[src/rtl/dahb_lsu.sv]
`default_nettype none
// ============================================================================
// Module      : dahb_lsu
// Description : Core-side load/store front end for the data AHB master
//               interface. Accepts one load or store at a time, rejects
//               misaligned requests, replicates store data across byte
//               lanes, issues the request to the transaction buffer and, for
//               loads, extracts and extends the returned lane.
// Ports       : cpu_clk/cpu_rst      - clock, synchronous active-high reset
//               mem_*                - request from execute, mem_stall back
//               misalign_exc/exc_addr- alignment exception pulse + address
//               ld_wb_*              - load writeback pulse, index and data
//               DAHB_*               - data AHB master interface pins
// Revision    : 1.0 - initial release
// ============================================================================
module dahb_lsu #(
   parameter int ADDR_WIDTH = 32,
   parameter int DATA_WIDTH = 32
) (
   input  logic                  cpu_clk,
   input  logic                  cpu_rst,
   input  logic                  mem_req,
   input  logic                  mem_we,
   input  logic [1:0]            mem_size,
   input  logic                  mem_unsigned,
   input  logic [ADDR_WIDTH-1:0] mem_addr,
   input  logic [DATA_WIDTH-1:0] mem_wdata,
   input  logic [4:0]            mem_rd,
   output logic                  mem_stall,
   output logic                  misalign_exc,
   output logic [ADDR_WIDTH-1:0] exc_addr,
   output logic                  ld_wb_valid,
   output logic [4:0]            ld_wb_rd,
   output logic [DATA_WIDTH-1:0] ld_wb_data,
   output logic                  DAHB_access,
   output logic [2:0]            DAHB_size,
   output logic                  DAHB_rd0_wr1,
   output logic [ADDR_WIDTH-1:0] DAHB_addr,
   output logic [DATA_WIDTH-1:0] DAHB_write_data,
   input  logic                  DAHB_trans_buffer_full,
   input  logic [DATA_WIDTH-1:0] DAHB_read_data,
   input  logic                  DAHB_read_data_valid
);

   typedef enum logic [1:0] {
      ST_IDLE    = 2'd0,
      ST_ISSUE   = 2'd1,
      ST_WAIT_RD = 2'd2
   } state_t;

   state_t                  state_q, state_d;
   logic                    we_q, we_d;
   logic [2:0]              hsize_q, hsize_d;   // request size, already HSIZE-encoded
   logic                    uns_q, uns_d;
   logic [ADDR_WIDTH-1:0]   addr_q, addr_d;
   logic [DATA_WIDTH-1:0]   wdata_q, wdata_d;   // already lane-replicated
   logic [4:0]              rd_q, rd_d;
   logic                    misalign_exc_q, misalign_exc_d;
   logic [ADDR_WIDTH-1:0]   exc_addr_q, exc_addr_d;
   logic                    ld_wb_valid_q, ld_wb_valid_d;
   logic [4:0]              ld_wb_rd_q, ld_wb_rd_d;
   logic [DATA_WIDTH-1:0]   ld_wb_data_q, ld_wb_data_d;

   logic                    w_misaligned;
   logic [2:0]              w_hsize;
   logic [DATA_WIDTH-1:0]   w_repl;
   logic [7:0]              w_byte;
   logic [15:0]             w_half;
   logic [DATA_WIDTH-1:0]   w_ld_ext;

   // Reserved size 3 collapses to word, so it aligns and transfers as a word.
   always_comb begin
      w_hsize = 3'b010;
      w_repl  = mem_wdata;
      case (mem_size)
         2'd0: begin
            w_hsize = 3'b000;
            w_repl  = {4{mem_wdata[7:0]}};
         end
         2'd1: begin
            w_hsize = 3'b001;
            w_repl  = {2{mem_wdata[15:0]}};
         end
         default: begin
            w_hsize = 3'b010;
            w_repl  = mem_wdata;
         end
      endcase
   end

   assign w_misaligned = ((w_hsize == 3'b001) && mem_addr[0]) ||
                         ((w_hsize == 3'b010) && (mem_addr[1:0] != 2'b00));

   // Lane extraction from the raw HRDATA word using the latched address.
   always_comb begin
      w_byte = DAHB_read_data[7:0];
      case (addr_q[1:0])
         2'd0: w_byte = DAHB_read_data[7:0];
         2'd1: w_byte = DAHB_read_data[15:8];
         2'd2: w_byte = DAHB_read_data[23:16];
         default: w_byte = DAHB_read_data[31:24];
      endcase
      w_half = addr_q[1] ? DAHB_read_data[31:16] : DAHB_read_data[15:0];
      case (hsize_q)
         3'b000:  w_ld_ext = {{24{~uns_q & w_byte[7]}}, w_byte};
         3'b001:  w_ld_ext = {{16{~uns_q & w_half[15]}}, w_half};
         default: w_ld_ext = DAHB_read_data;
      endcase
   end

   always_comb begin
      state_d        = state_q;
      we_d           = we_q;
      hsize_d        = hsize_q;
      uns_d          = uns_q;
      addr_d         = addr_q;
      wdata_d        = wdata_q;
      rd_d           = rd_q;
      misalign_exc_d = 1'b0;
      exc_addr_d     = exc_addr_q;
      ld_wb_valid_d  = 1'b0;
      ld_wb_rd_d     = ld_wb_rd_q;
      ld_wb_data_d   = ld_wb_data_q;
      case (state_q)
         ST_IDLE: begin
            if (mem_req) begin
               if (w_misaligned) begin
                  misalign_exc_d = 1'b1;
                  exc_addr_d     = mem_addr;
               end else begin
                  we_d    = mem_we;
                  hsize_d = w_hsize;
                  uns_d   = mem_unsigned;
                  addr_d  = mem_addr;
                  wdata_d = w_repl;
                  rd_d    = mem_rd;
                  state_d = ST_ISSUE;
               end
            end
         end
         ST_ISSUE: begin
            // Stores are posted; loads wait for the returned data.
            if (!DAHB_trans_buffer_full) begin
               state_d = we_q ? ST_IDLE : ST_WAIT_RD;
            end
         end
         ST_WAIT_RD: begin
            if (DAHB_read_data_valid) begin
               ld_wb_valid_d = 1'b1;
               ld_wb_rd_d    = rd_q;
               ld_wb_data_d  = w_ld_ext;
               state_d       = ST_IDLE;
            end
         end
         default: state_d = ST_IDLE;
      endcase
   end

   always_ff @(posedge cpu_clk) begin
      if (cpu_rst) begin
         state_q        <= ST_IDLE;
         we_q           <= 1'b0;
         hsize_q        <= 3'b000;
         uns_q          <= 1'b0;
         addr_q         <= '0;
         wdata_q        <= '0;
         rd_q           <= 5'd0;
         misalign_exc_q <= 1'b0;
         exc_addr_q     <= '0;
         ld_wb_valid_q  <= 1'b0;
         ld_wb_rd_q     <= 5'd0;
         ld_wb_data_q   <= '0;
      end else begin
         state_q        <= state_d;
         we_q           <= we_d;
         hsize_q        <= hsize_d;
         uns_q          <= uns_d;
         addr_q         <= addr_d;
         wdata_q        <= wdata_d;
         rd_q           <= rd_d;
         misalign_exc_q <= misalign_exc_d;
         exc_addr_q     <= exc_addr_d;
         ld_wb_valid_q  <= ld_wb_valid_d;
         ld_wb_rd_q     <= ld_wb_rd_d;
         ld_wb_data_q   <= ld_wb_data_d;
      end
   end

   assign mem_stall       = (state_q != ST_IDLE);
   assign misalign_exc    = misalign_exc_q;
   assign exc_addr        = exc_addr_q;
   assign ld_wb_valid     = ld_wb_valid_q;
   assign ld_wb_rd        = ld_wb_rd_q;
   assign ld_wb_data      = ld_wb_data_q;
   assign DAHB_access     = (state_q == ST_ISSUE) && !DAHB_trans_buffer_full;
   assign DAHB_size       = hsize_q;
   assign DAHB_rd0_wr1    = we_q;
   assign DAHB_addr       = addr_q;
   assign DAHB_write_data = wdata_q;

endmodule
`default_nettype wire

[config.mk]
export PLATFORM = sky130hd
export DESIGN_NAME = dahb_lsu
export DESIGN_NICKNAME = d
export VERILOG_FILES = /design/src/rtl/dahb_lsu.sv
export SDC_FILE = /design/constraint.sdc
export NUM_CORES = 1
export LEC_CHECK = 0
export BUFFER_PORTS_ARGS = -buffer_cell sky130_fd_sc_hd__buf_2
export CAP_MARGIN = 20
export CORE_ASPECT_RATIO = 1.4
export CORE_MARGIN = 4
export CORE_UTILIZATION = 45
export CTS_BUF_LIST = sky130_fd_sc_hd__clkbuf_4 sky130_fd_sc_hd__clkbuf_8
export CTS_CLUSTER_DIAMETER = 40
export DETAILED_ROUTE_END_ITERATION = 10
export GPL_ROUTABILITY_DRIVEN = 0
export PLACE_DENSITY = 0.88
export SYNTH_ARGS = -nofsm -noshare
export SYNTH_HDL_FRONTEND = slang
export SYNTH_SLANG_ARGS = --single-unit
export TNS_END_PERCENT = 30
[constraint.sdc]
create_clock -name cpu_clk -period 1.6 [get_ports cpu_clk]
set_clock_uncertainty 0.05 [all_clocks]
set_input_delay 0.24 -clock cpu_clk [delete_from_list [all_inputs] [get_ports cpu_clk]]
set_output_delay 0.24 -clock cpu_clk [all_outputs]
set_load 0.05 [all_outputs]
==> reports/qor.yml <==
seq_area_frac_synth: 0.4885
grt_pass1_wl_um: 31280
wl_per_cell_um: 16.78
finalWorstPathRequiredPeriod_ns: 1.675
avgSynthCellArea_um2: 8.085
die_area_um2: 15230
firstDrtPassIters: 5
status: "finished, violations left"
cts_tree: "built"
hold_path_class: "primary input to register"
numCtsBuffers: 17
powerDensity_nw_per_um2: 986.1
syn_to_final_growth_pct: 46.36
core_um2: 12940
numPortBuffers: 249
slowest_delay_ns: 0.42
maxCapViolations: 0
holdPathStages: 3
yosys_register_bits: 146
mappedNetlistNets: 850
num-nets-final: 1142
cp-end-kind: "register"
fillCellCount: 1011
critPathBufInv: 2
yosys.area.top_type: "dfxtp_1"
rsz0062_at_grt: "yes"
fp-row-count: 49
critical_path_depth: 6
worstPathMaxFanout: 7
die_y_um: 144.4
overflow: 0
dp.final_hpwl_um: 13820
chipWidth_um: 105.5
grt_max_degree: 61
max-vdd-ir-drop_uv: 943.7
min_period_over_period: 1.047
synth_area_leaders: "dfxtp_1, nand2_1, a21oi_1"
synthesis.area_um2: 5983
p_leak_uw: 0.003803
violations: "setup timing"
finalMaxSlewViolations: 0
dp_cells: 1150
cp.arrival_ns: 1.94
setup_violations: 27
vias: 6478
wl_um: 20530
path_clk_slew_ns: 0.09
antenna_left: 0
worstPathCellList: "or3b_4, nor3_4, buf_6, buf_12, nor2_1, a311oi_1"
cts_sinks: 146
hold_viol: 0
yosysWarnings: 0
yosysTopAreaCellShare: 0.4885
worst_path_max_delay_cell: "or3b_4"
syn_inst: 740
track_usage: 0.2535
start_kind: "register"
htree_levels: 4
r2r_cells: 6
drt_iter0_markers: 415
max_freq_mhz: 596.9
cp.required_ns: 1.86
finalNonFillerCells: 1224
avgViaCountPerCell: 5.292
initial_core_util: 0.4625
drive_gt1_frac: 0.3761
crit_family: "simple AND/OR/NAND/NOR gates"
grt_pass1_vias: 6435
antenna_found_initial: 1
ff2ff_setup_slack_ns: -0.08
ctsLongestPathBuffers: 2
setup_ws_ns: -0.07540
drc: 0
clk_latency_ns: 0.42
critPathKind: "register to register"
synth.distinct_cells: 42
pin_count: 251
post-place-ws_ns: -0.1839
clock-root-buffer: "clkbuf_8"
==> per-layer routing <==
metal,vias to the layer above,GRT usage,share of wire
met5,-,0,0
met2,290,0.4533,0.52
met4,0,0.1355,0.039
li1,3133,-,-
met1,2994,0.2750,0.38
met3,61,0.06476,0.066
==> worst register-to-register path, cell delays in order, from the launching register on <==
cell      delay [ns]
dfxtp_2         0.33
or3b_4          0.42
nor3_4          0.15
buf_6           0.17
buf_12          0.15
nor2_1          0.05
a311oi_1        0.24
==> cell type report <==
cell class	count	area, um2	area share
Antenna cell	1	2.502	0.0002858
Clock buffer	17	234.0	0.02672
Clock inverter	15	148.9	0.01700
Inverter	4	15.01	0.001715
Multi-Input combinational cell	531	2970	0.3392
Sequential cell	146	2940	0.3358
Tap cell	178	222.7	0.02543
Timing Repair Buffer	332	2223	0.2539
==> worst paths after layout <==
kind,start,end
worst max-delay path,state_q[1]$_SDFFE_PP0P_,DAHB_write_data[9]$_SDFFE_PP0P_
worst min-delay path,DAHB_read_data[16],ld_wb_data[16]$_SDFFE_PP0P_
worst max register to register,state_q[1]$_SDFFE_PP0P_,DAHB_write_data[9]$_SDFFE_PP0P_
worst min register to register,ld_wb_rd[1]$_SDFFE_PP0P_,ld_wb_rd[1]$_SDFFE_PP0P_
==> power breakdown <==
part	total, uW	internal (uW)	switching, uW	leakage, uW
combinational	1970	669	1300	0.00243
clock	2770	1270	1500	0.000183
sequential	3900	3800	98.3	0.00119
total	8640	5740	2890	0.00380
==> placed cells by master, fill, tap and decap left out, types with 2 or more instances in the layout <==
cell type        n
nand2b_1         7
dfxtp_4          4
inv_8            2
buf_8            2
nor3_1           3
a311oi_2         2
nand3b_1         2
a311oi_1        12
dfxtp_1        140
mux2_2           6
a211oi_2         2
clkbuf_16        3
inv_6            4
dfxtp_2          2
clkbuf_8        17
buf_2          245
nor4bb_1         6
nand2_1        205
o21ai_0         11
buf_12          12
o211ai_1         8
nand2_4          2
a21oi_1         85
a22oi_1          7
dlygate4sd3_1   35
a221oi_1         2
mux2i_1         20
buf_6            5
a211oi_1        33
buf_4           29
a21oi_2         25
inv_1            2
a2bb2oi_1        6
nor2_1          54
nand2_2         10
clkinv_1         2
a22o_1           2
clkinvlp_4       4
clkinv_4         3
==> logic make-up (layout without fill, tap and decap cells) <==
family,after synthesis,count (layout),synth area share
flops,146,146,0.4885
other cells,1,2,0.0006268
buf+inv,63,368,0.04872
mux,26,26,0.04475
compound gates,202,202,0.2093
simple gates,302,302,0.2081
==> sequential cells by signal, summed over array words and instances, names as in the netlist <==
signal,count
state_q,2
DAHB_addr,32
exc_addr,32
ld_wb_data,32
rd_q,5
DAHB_rd0_wr1,1
DAHB_write_data,32
ld_wb_rd,5
uns_q,1
misalign_exc,1
ld_wb_valid,1
DAHB_size,2
==> per-stage QoR <==
step | instance area (um2) | hold slack (ns) | util | total power [uW] | TNS, ns
2_1_floorplan | 6023 | 0.2936 | - | 5143 | -0.6878
3_5_place_dp | 7694 | 0.3941 | 0.5947 | 5737 | -5.376
5_1_grt | 8757 | 0.01454 | 0.6770 | 8985 | -3.737
3_3_place_gp | 7694 | 0.3873 | 0.5947 | 5704 | -1.839
6_report | 8757 | 0.03042 | 0.6770 | 8635 | -0.8198
4_1_cts | 8533 | 0.0006510 | 0.6596 | 8618 | -0.2640
==> synthesized netlist by cell type <==
library cell,n
buf_1,4
conb_1,1
o21ai_0,11
a31oi_1,1
mux2i_1,20
and3b_1,1
and2_1,1
nor3_1,3
a311oi_1,12
nor3b_1,3
o2bb2ai_1,1
nor2_1,54
a221oi_1,2
a22oi_1,7
nand2_1,217
dfxtp_1,146
or3b_1,1
or3b_2,1
nand2b_1,8
a311oi_2,2
a2bb2oi_1,6
or2_2,1
a22o_1,2
o211ai_1,8
o21a_1,1
buf_4,2
a211oi_1,35
a21oi_1,111
nand3_1,2
clkbuf_1,35
nor2b_1,1
a21o_1,1
a211o_1,1
buf_6,4
mux2_2,6
nor4bb_1,6
buf_2,14
nand3b_1,2
o21ai_1,1
inv_1,2
nor3_2,1
clkinv_1,2
==> repair_timing <==
action | 4_1_cts | 5_1_grt
setup endpoints to repair | 81 | 97
pin swaps | 6 | 14
cloned | 1 | 3
hold endpoints to repair | 54 | 0
gates resized for setup | 19 | 42
setup buffers | 2 | 0
hold buffers | 35 | 0
(Power assumes the default switching activity.)
